===== config.mk =====
export PLATFORM = sky130hd
export DESIGN_NAME = core_in_unit
export DESIGN_NICKNAME = d
export VERILOG_FILES = /design/src/rtl/core_in_unit.sv
export SDC_FILE = /design/constraint.sdc
export NUM_CORES = 1
export LEC_CHECK = 0
export BUFFER_PORTS_ARGS = -buffer_cell sky130_fd_sc_hd__buf_2
export CAP_MARGIN = 15
export CORE_ASPECT_RATIO = 0.75
export CORE_UTILIZATION = 40
export CTS_CLUSTER_DIAMETER = 50
export DETAILED_ROUTE_END_ITERATION = 8
export GPL_ROUTABILITY_DRIVEN = 0
export SLEW_MARGIN = 20
export SYNTH_ARGS = -nofsm -noshare
export SYNTH_HDL_FRONTEND = slang
export SYNTH_SLANG_ARGS = --single-unit

===== constraint.sdc =====
create_clock -name CLK -period 5 [get_ports CLK]
set_input_delay 1 -clock CLK [delete_from_list [all_inputs] [get_ports CLK]]
set_output_delay 1 -clock CLK [all_outputs]
set_load 0.03 [all_outputs]

===== src/rtl/core_in_unit.sv =====
// IN-instruction service unit: buffers UART bytes in a small FIFO and, on an IN
// request, stalls the core until a byte is available, then writes it to the register file.
module core_in_unit #(
  parameter int FIFO_DEPTH = 16,
  parameter int FIFO_AW    = $clog2(FIFO_DEPTH)
) (
  input  logic               CLK,
  input  logic               RST,
  input  logic               RX_VALID,
  input  logic [7:0]         RX_DATA,
  output logic               RX_READY,
  input  logic               IN_REQ,
  input  logic [4:0]         IN_RD,
  output logic               IN_STALL,
  output logic               IN_DONE,
  output logic               INE,
  output logic [7:0]         INDATA,
  output logic [4:0]         INWADDR,
  output logic [FIFO_AW:0]   FIFO_COUNT,
  output logic               OVERRUN,
  input  logic               CLR_OVERRUN
);

  typedef enum logic [1:0] {S_IDLE, S_WAIT, S_WRITE, S_DONE} state_t;

  localparam logic [FIFO_AW:0] DEPTH_C = FIFO_DEPTH[FIFO_AW:0];

  state_t               r_state;
  logic [7:0]           r_mem [FIFO_DEPTH];
  logic [FIFO_AW-1:0]   r_wr_ptr;
  logic [FIFO_AW-1:0]   r_rd_ptr;
  logic [FIFO_AW:0]     r_count;
  logic [4:0]           r_rd;
  logic                 r_ine;
  logic [7:0]           r_indata;
  logic [4:0]           r_inwaddr;
  logic                 r_in_done;
  logic                 r_overrun;

  logic                 w_full;
  logic                 w_push;
  logic                 w_pop;
  logic                 w_nonempty;
  logic [7:0]           w_head;

  assign w_full     = (r_count == DEPTH_C);
  assign w_push     = RX_VALID && !w_full;
  assign w_pop      = (r_state == S_WRITE);
  assign w_nonempty = (r_count != '0);
  assign w_head     = r_mem[r_rd_ptr];

  assign RX_READY   = !w_full;
  assign IN_STALL   = ((r_state == S_IDLE) && IN_REQ) || (r_state == S_WAIT) || (r_state == S_WRITE);
  assign IN_DONE    = r_in_done;
  assign INE        = r_ine;
  assign INDATA     = r_indata;
  assign INWADDR    = r_inwaddr;
  assign FIFO_COUNT = r_count;
  assign OVERRUN    = r_overrun;

  // Storage has no reset; validity is tracked solely by the pointers and count.
  always_ff @(posedge CLK) begin
    if (w_push) r_mem[r_wr_ptr] <= RX_DATA;
  end

  always_ff @(posedge CLK) begin
    if (RST) begin
      r_wr_ptr <= '0;
      r_rd_ptr <= '0;
      r_count  <= '0;
    end else begin
      if (w_push) r_wr_ptr <= r_wr_ptr + 1'b1;
      if (w_pop)  r_rd_ptr <= r_rd_ptr + 1'b1;
      case ({w_push, w_pop})
        2'b10:   r_count <= r_count + 1'b1;
        2'b01:   r_count <= r_count - 1'b1;
        default: r_count <= r_count;
      endcase
    end
  end

  // A set request wins over a clear in the same cycle.
  always_ff @(posedge CLK) begin
    if (RST)                   r_overrun <= 1'b0;
    else if (RX_VALID && w_full) r_overrun <= 1'b1;
    else if (CLR_OVERRUN)      r_overrun <= 1'b0;
  end

  // Write-port outputs are loaded on the edge entering WRITE so they are registered;
  // the head cannot move before WRITE because only WRITE pops.
  always_ff @(posedge CLK) begin
    if (RST) begin
      r_state   <= S_IDLE;
      r_rd      <= '0;
      r_ine     <= 1'b0;
      r_indata  <= '0;
      r_inwaddr <= '0;
      r_in_done <= 1'b0;
    end else begin
      r_ine     <= 1'b0;
      r_indata  <= '0;
      r_inwaddr <= '0;
      r_in_done <= 1'b0;
      case (r_state)
        S_IDLE: begin
          if (IN_REQ) begin
            r_rd <= IN_RD;
            if (w_nonempty) begin
              r_state <= S_WRITE;
              if (IN_RD != 5'd0) begin
                r_ine     <= 1'b1;
                r_indata  <= w_head;
                r_inwaddr <= IN_RD;
              end
            end else begin
              r_state <= S_WAIT;
            end
          end
        end
        S_WAIT: begin
          if (w_nonempty) begin
            r_state <= S_WRITE;
            if (r_rd != 5'd0) begin
              r_ine     <= 1'b1;
              r_indata  <= w_head;
              r_inwaddr <= r_rd;
            end
          end
        end
        S_WRITE: begin
          r_state   <= S_DONE;
          r_in_done <= 1'b1;
        end
        default: r_state <= S_IDLE;
      endcase
    end
  end

endmodule


; ---- Word level (Yosys, flattened, before mapping)
; Memories as Yosys holds them, arrays and structs flattened. A register that Yosys moved wholly into a read port is not among the register bits.
; Cells that the tools add are included.
[totals]
register_bits = 36
elab_cells = 66
mem_count = 1
latch_bits = 0
mem_bits_rw = 128
romBits = 0
output_inout_bits = 23
[mem_list]
columns = memory, words, width, read_ports, rd_ports_with_merged_regs, write_ports, line
row1 = r_mem, 16, 8, 1, 1, 1, 29  ; logic [7:0] r_mem [FIFO_DEPTH];
[op_classes]
n_reduce_logical = 14
n_lt_le_gt_ge = 0
muxes = 30
shift = 0
bitwise = 0
n_addsub = 4
n_eq_ne = 7
mul = 0
div = 0
[op_table]
columns = operator, count
row1 = $mux 8, 5
row2 = $mux 5, 5
row3 = $pmux 5 s2, 2
row4 = $pmux 8 s2, 1
row5 = $reduce_bool 5->1, 3
row6 = $mux 1, 10
row7 = $add 4x1->4 const B, 2
row8 = $mux 4, 2
row9 = $mux 2, 3
row10 = $pmux 2 s3, 1
row11 = $add 5x1->5 const B, 1
row12 = $eq 5x5->1 const B, 1
row13 = $sub 5x1->5 const B, 1
row14 = $eq 2x1->1 const B, 2
row15 = $eq 2x2->1 const B, 2
row16 = $ne 2x2->1 const B, 2
row17 = $reduce_and 2->1, 2
row18 = $reduce_bool 2->1, 2
row19 = $logic_and 1x1->1, 3
row20 = $logic_not 2->1, 1
row21 = $logic_or 1x1->1, 2
row22 = $pmux 1 s2, 1
row23 = $logic_not 1->1, 1

; ---- Depth between registers and ports, before layout
[depth]
word_depth = 5
mapped_depth = 11

; ---- Worst setup path after synthesis
; Ideal clock, no wire load.
[synth_path]
path_type = input to register
from = in RX_VALID
to = reg r_count[4], in the netlist FIFO_COUNT[4]
cell_stages = 8
t_required_ns = 4.938
path_slack_ns = 2.087
arrival_time_ns = 2.851
cell_sequence = a21boi_1 > inv_1 > ha_1 > clkbuf_1 > or4b_2 > a21oi_1 > a31oi_1 > nand3_1
[synth_via]
elab_chain_len = 3
[synth_lines]
columns = element, line
row1 = start: declaration, 9  ; input logic RX_VALID,
row2 = $logic_and 1x1->1 *, 47  ; assign w_push = RX_VALID && !w_full;
row3 = $eq 2x1->1 or $eq 2x2->1 (tied branches), 74  ; case ({w_push, w_pop})
row4 = $pmux 5 s2 or $reduce_bool 2->1 (tied branches), --
row5 = end signal: assignment, 75  ; 2'b10: r_count <= r_count + 1'b1;
row6 = end signal: assignment, 76  ; 2'b01: r_count <= r_count - 1'b1;
row7 = end signal: assignment, 77  ; default: r_count <= r_count;
row8 = end: declaration, 32  ; logic [FIFO_AW:0] r_count;
; Mark *: on every way between the ends. The rest lies on a longest branch, timed or not.
; A chain may end at the register's enable or synchronous reset.

; ---- Final worst setup path
[layout_path]
from = reg r_state[0]
to = out IN_STALL
[layout_via]
elab_chain_len = 4
[layout_lines]
columns = element, line
row1 = start: declaration, 28  ; state_t r_state;
row2 = start signal: assignment, 93  ; r_state <= S_IDLE;
row3 = start signal: assignment, 109  ; r_state <= S_WRITE;
row4 = start signal: assignment, 116  ; r_state <= S_WAIT;
row5 = $logic_not 2->1, 53  ; assign IN_STALL = ((r_state == S_IDLE) && IN_REQ) || (r_state == S_WAIT) || (r_state == S_WRITE);
row6 = $logic_and 1x1->1, 53
row7 = $logic_or 1x1->1, 53
row8 = $logic_or 1x1->1 *, 53
row9 = end: declaration, 14  ; output logic IN_STALL,
; Marks and branches as above.

==> summary.md <==
| Metric | Value |
|---|---|
| Status | complete, no violations |
| Hold Fails Final Rpt | 0 |
| Post-CTS Hold Buffers | 0 |
| Crit path max fanout | 6 |
| Clk_skew | roughly 9.9 ps |
| Post_cts resized | 0 |
| CORE AREA | 16000 um2 |
| Max Cap Viol | 0 |
| Syn Std Cell Area | between 6000 and 7000 um2 |
| Via density | around 5.3 |
| Largest net degree at the start of global routing | 33 |
| Setup crit end kind | output port |
| Drt pass-1 iters | 4 |
| Layout Nets | between 400 and 500 |
| RSZ-0062 raised after global routing | no |
| Startpoint Class | flip-flop |
| Async set-reset flop share out of synthesis | 0% |
| Drt drc | 0 |
| Layout Cells excl Fill | roughly 670 |
| Clk slew on worst S/H paths | around 60 ps |
| Worst-margin pin slew | 883 ps |
| DR vias | about 3500 |
| Mapped Cells | between 400 and 500 |
| DP Wirelength | 8.21 mm |
| Setup crit start | r_state[0] |
| Static Leak | 2.56 nW |
| Syn_nets | 432 |
| Total Wirelength | roughly 13 mm |
| Initial Util | 41.0% |
| R2r startpoint | FIFO_COUNT[1] |
| Final Core Density | ~47% |
| CTS tree | done |
| Critical Path AT | around 1900 ps |
| Row cnt | 40 |
| Diode count | 0 |
| Remaining Overflow, GRT | 0 |
| Share of layout cells above drive strength 1 | about 24% |
| Htree depth | 4 |
| Post-CTS Setup Inserts | 0 |
| Unique cell type count in the Yosys netlist | 50 |
| Clock Latency Late Sink | 410 ps |
| Port Buffer Count | 40 |
| Worst ir drop on vdd | between 0.2 and 0.3 mV |
| Tot GR Track Use | roughly 17% |
| Hold Startpoint | r_rd[3] |
| Min-delay worst type | flip-flop to flip-flop |
| Top FF cell, synth | edfxtp_1 |
| Post-route clock period utilization | between 50% and 60% |
| Die Wd | approximately 150 um |
| Synth Warn # | 0 |
| Clock root cell | clkbuf_16 |
| Crit path time final | 2900 ps |
| Wire per inst | between 15 and 20 um |
| Slew headroom | about two fifths |
| Seq/Total Area, Yosys | between 70% and 80% |
| Placed cell area | about 7000 um2 |
| Total die area | 17000 um2 |
| Clock sink count | ~170 |
| Power, Total | between 0.003 and 0.004 W |
| First-pass GRT wire length | 20.4 mm |
| Area contributors post-synth | edfxtp_1 (58%), dfxtp_1 (12%), mux4_2 (11%), ha_1 (2.5%), nand2_1 (1.7%) |
| Post-DRT Antenna Nets | 0 |
| CP required | approximately 4000 ps |
| Yosys top cell by area | edfxtp_1 |
| EDFF count, synth | between 100 and 150 |
| Vias in the first global route | 3449 |
| Crit Path Category | flip-flop to output port |
| Die Ht | between 100 and 150 um |
| Fmax | approximately 340 MHz |
| Design area | around 7500 um2 |
| Synth Area per Inst | 16.4 um2 |
| CTS Buf Count | 17 |
| Setup violators final | 0 |
| Setup TNS | 0 ps |
| Clock tree buffer depth | 2 |
| Synth Register Bits | 168 |
| Synth top area share | 58.5% |
| Area delta synth->final | 14.5% |
| DRT iter0 DRCs | roughly 180 |
| Pwr Density | slightly below 500 nW/um2 |
| Final Max Tran Viols | 0 |
| Initial antenna violation count | 0 |
| Boundary pin count | between 40 and 50 |
| # placed instances | between 600 and 700 |
-- routing by layer --
| layer | wire [um] | track usage, % |
|---|---|---|
| met4 | 170 | 5.12 |
| met3 | 598 | 3.87 |
| met5 | 0 | 0 |
| met1 | 6580 | 25.3 |
| met2 | 5690 | 23.9 |
-- logic make-up (layout without fill, tap and decap cells) --
logic type / after synthesis / after routing / synth area share [%]
xor gates and xnor gates: 9 / 9 / 1.20
muxes: 35 / 35 / 11.4
adders and majority gates: 13 / 13 / 2.48
buffers and inverters: 30 / 88 / 2.08
DFF: 168 / 168 / 70.7
and+or+nand+nor: 93 / 93 / 6.89
AOI/OAI and AO/OA: 53 / 53 / 5.26
-- cell usage in the layout (no fill, tap or decap), drive strengths merged, types with 2 or more instances in the layout --
cell type  instances
mux2i              3
nor2              27
a211o              3
dfxtp             40
xnor2              3
a21oi             17
clkbuf            18
nor3              15
o22ai             16
or4                3
inv               13
buf               45
xor2               6
edfxtp           128
nand2             29
o211ai             2
mux4              32
ha                13
or3                3
clkinv            10
nand2b             5
o21ai              4
a31oi              2
-- state kept, by name, indices dropped and copies added (netlist names), named ones only --
signal,count
FIFO_COUNT,5
IN_DONE,1
r_wr_ptr,4
r_state,2
r_mem,128
r_rd_ptr,4
INDATA,8
INWADDR,5
INE,1
OVERRUN,1
r_rd,5
-- power breakdown --
part	internal, W	switching, W
clock	0.000678	0.000525
combinational	0.000289	0.000465
sequential	0.00160	0.0000745
total	0.00257	0.00106
-- final timing paths --
kind	endpoint	slack, ps	cells after the start
max	IN_STALL	2100	5
min	r_rd[3]	480	2
max reg2reg	FIFO_COUNT[4]	2170	9
min reg2reg	r_rd[3]	480	2
-- worst max-delay path, stage by stage (launching register included) --
cell and delay (ps):
dfxtp_1 410, inv_1 90, ha_1 260, and2_0 230, or3_1 320, buf_2 180
-- cell usage after synthesis, drive strengths merged, types with 3 or more instances --
master and n:
xor2 6, nor2 27, a211o 3, dfxtp 40, inv 11, o21ai 4, nand2 29, ha 13
nor3 15, a21oi 17, o22ai 16, buf 13, or4 3, clkbuf 6, mux4 32, xnor2 3
or3 3, mux2i 3, edfxtp 128, nand2b 5
-- cell type report --
cell class                 instances  area, um2
multi-input combinational        203       1800
fill                            1384       8490
inverter                          11       41.3
tap                              210        263
clock inverter                    14        106
sequential                       168       4640
timing repair buffer              45        238
clock buffer                      18        429
-- stage by stage --
| step | hold slack [ps] | worst slack, ps |
|---|---|---|
| global route | 510 | 1820 |
| global placement | 456 | 1840 |
| CTS | 481 | 2090 |
| detailed placement | 469 | 1750 |
| floorplan | 444 | 2090 |
| finish | 481 | 2100 |
Power figures use the tool's default switching activity.
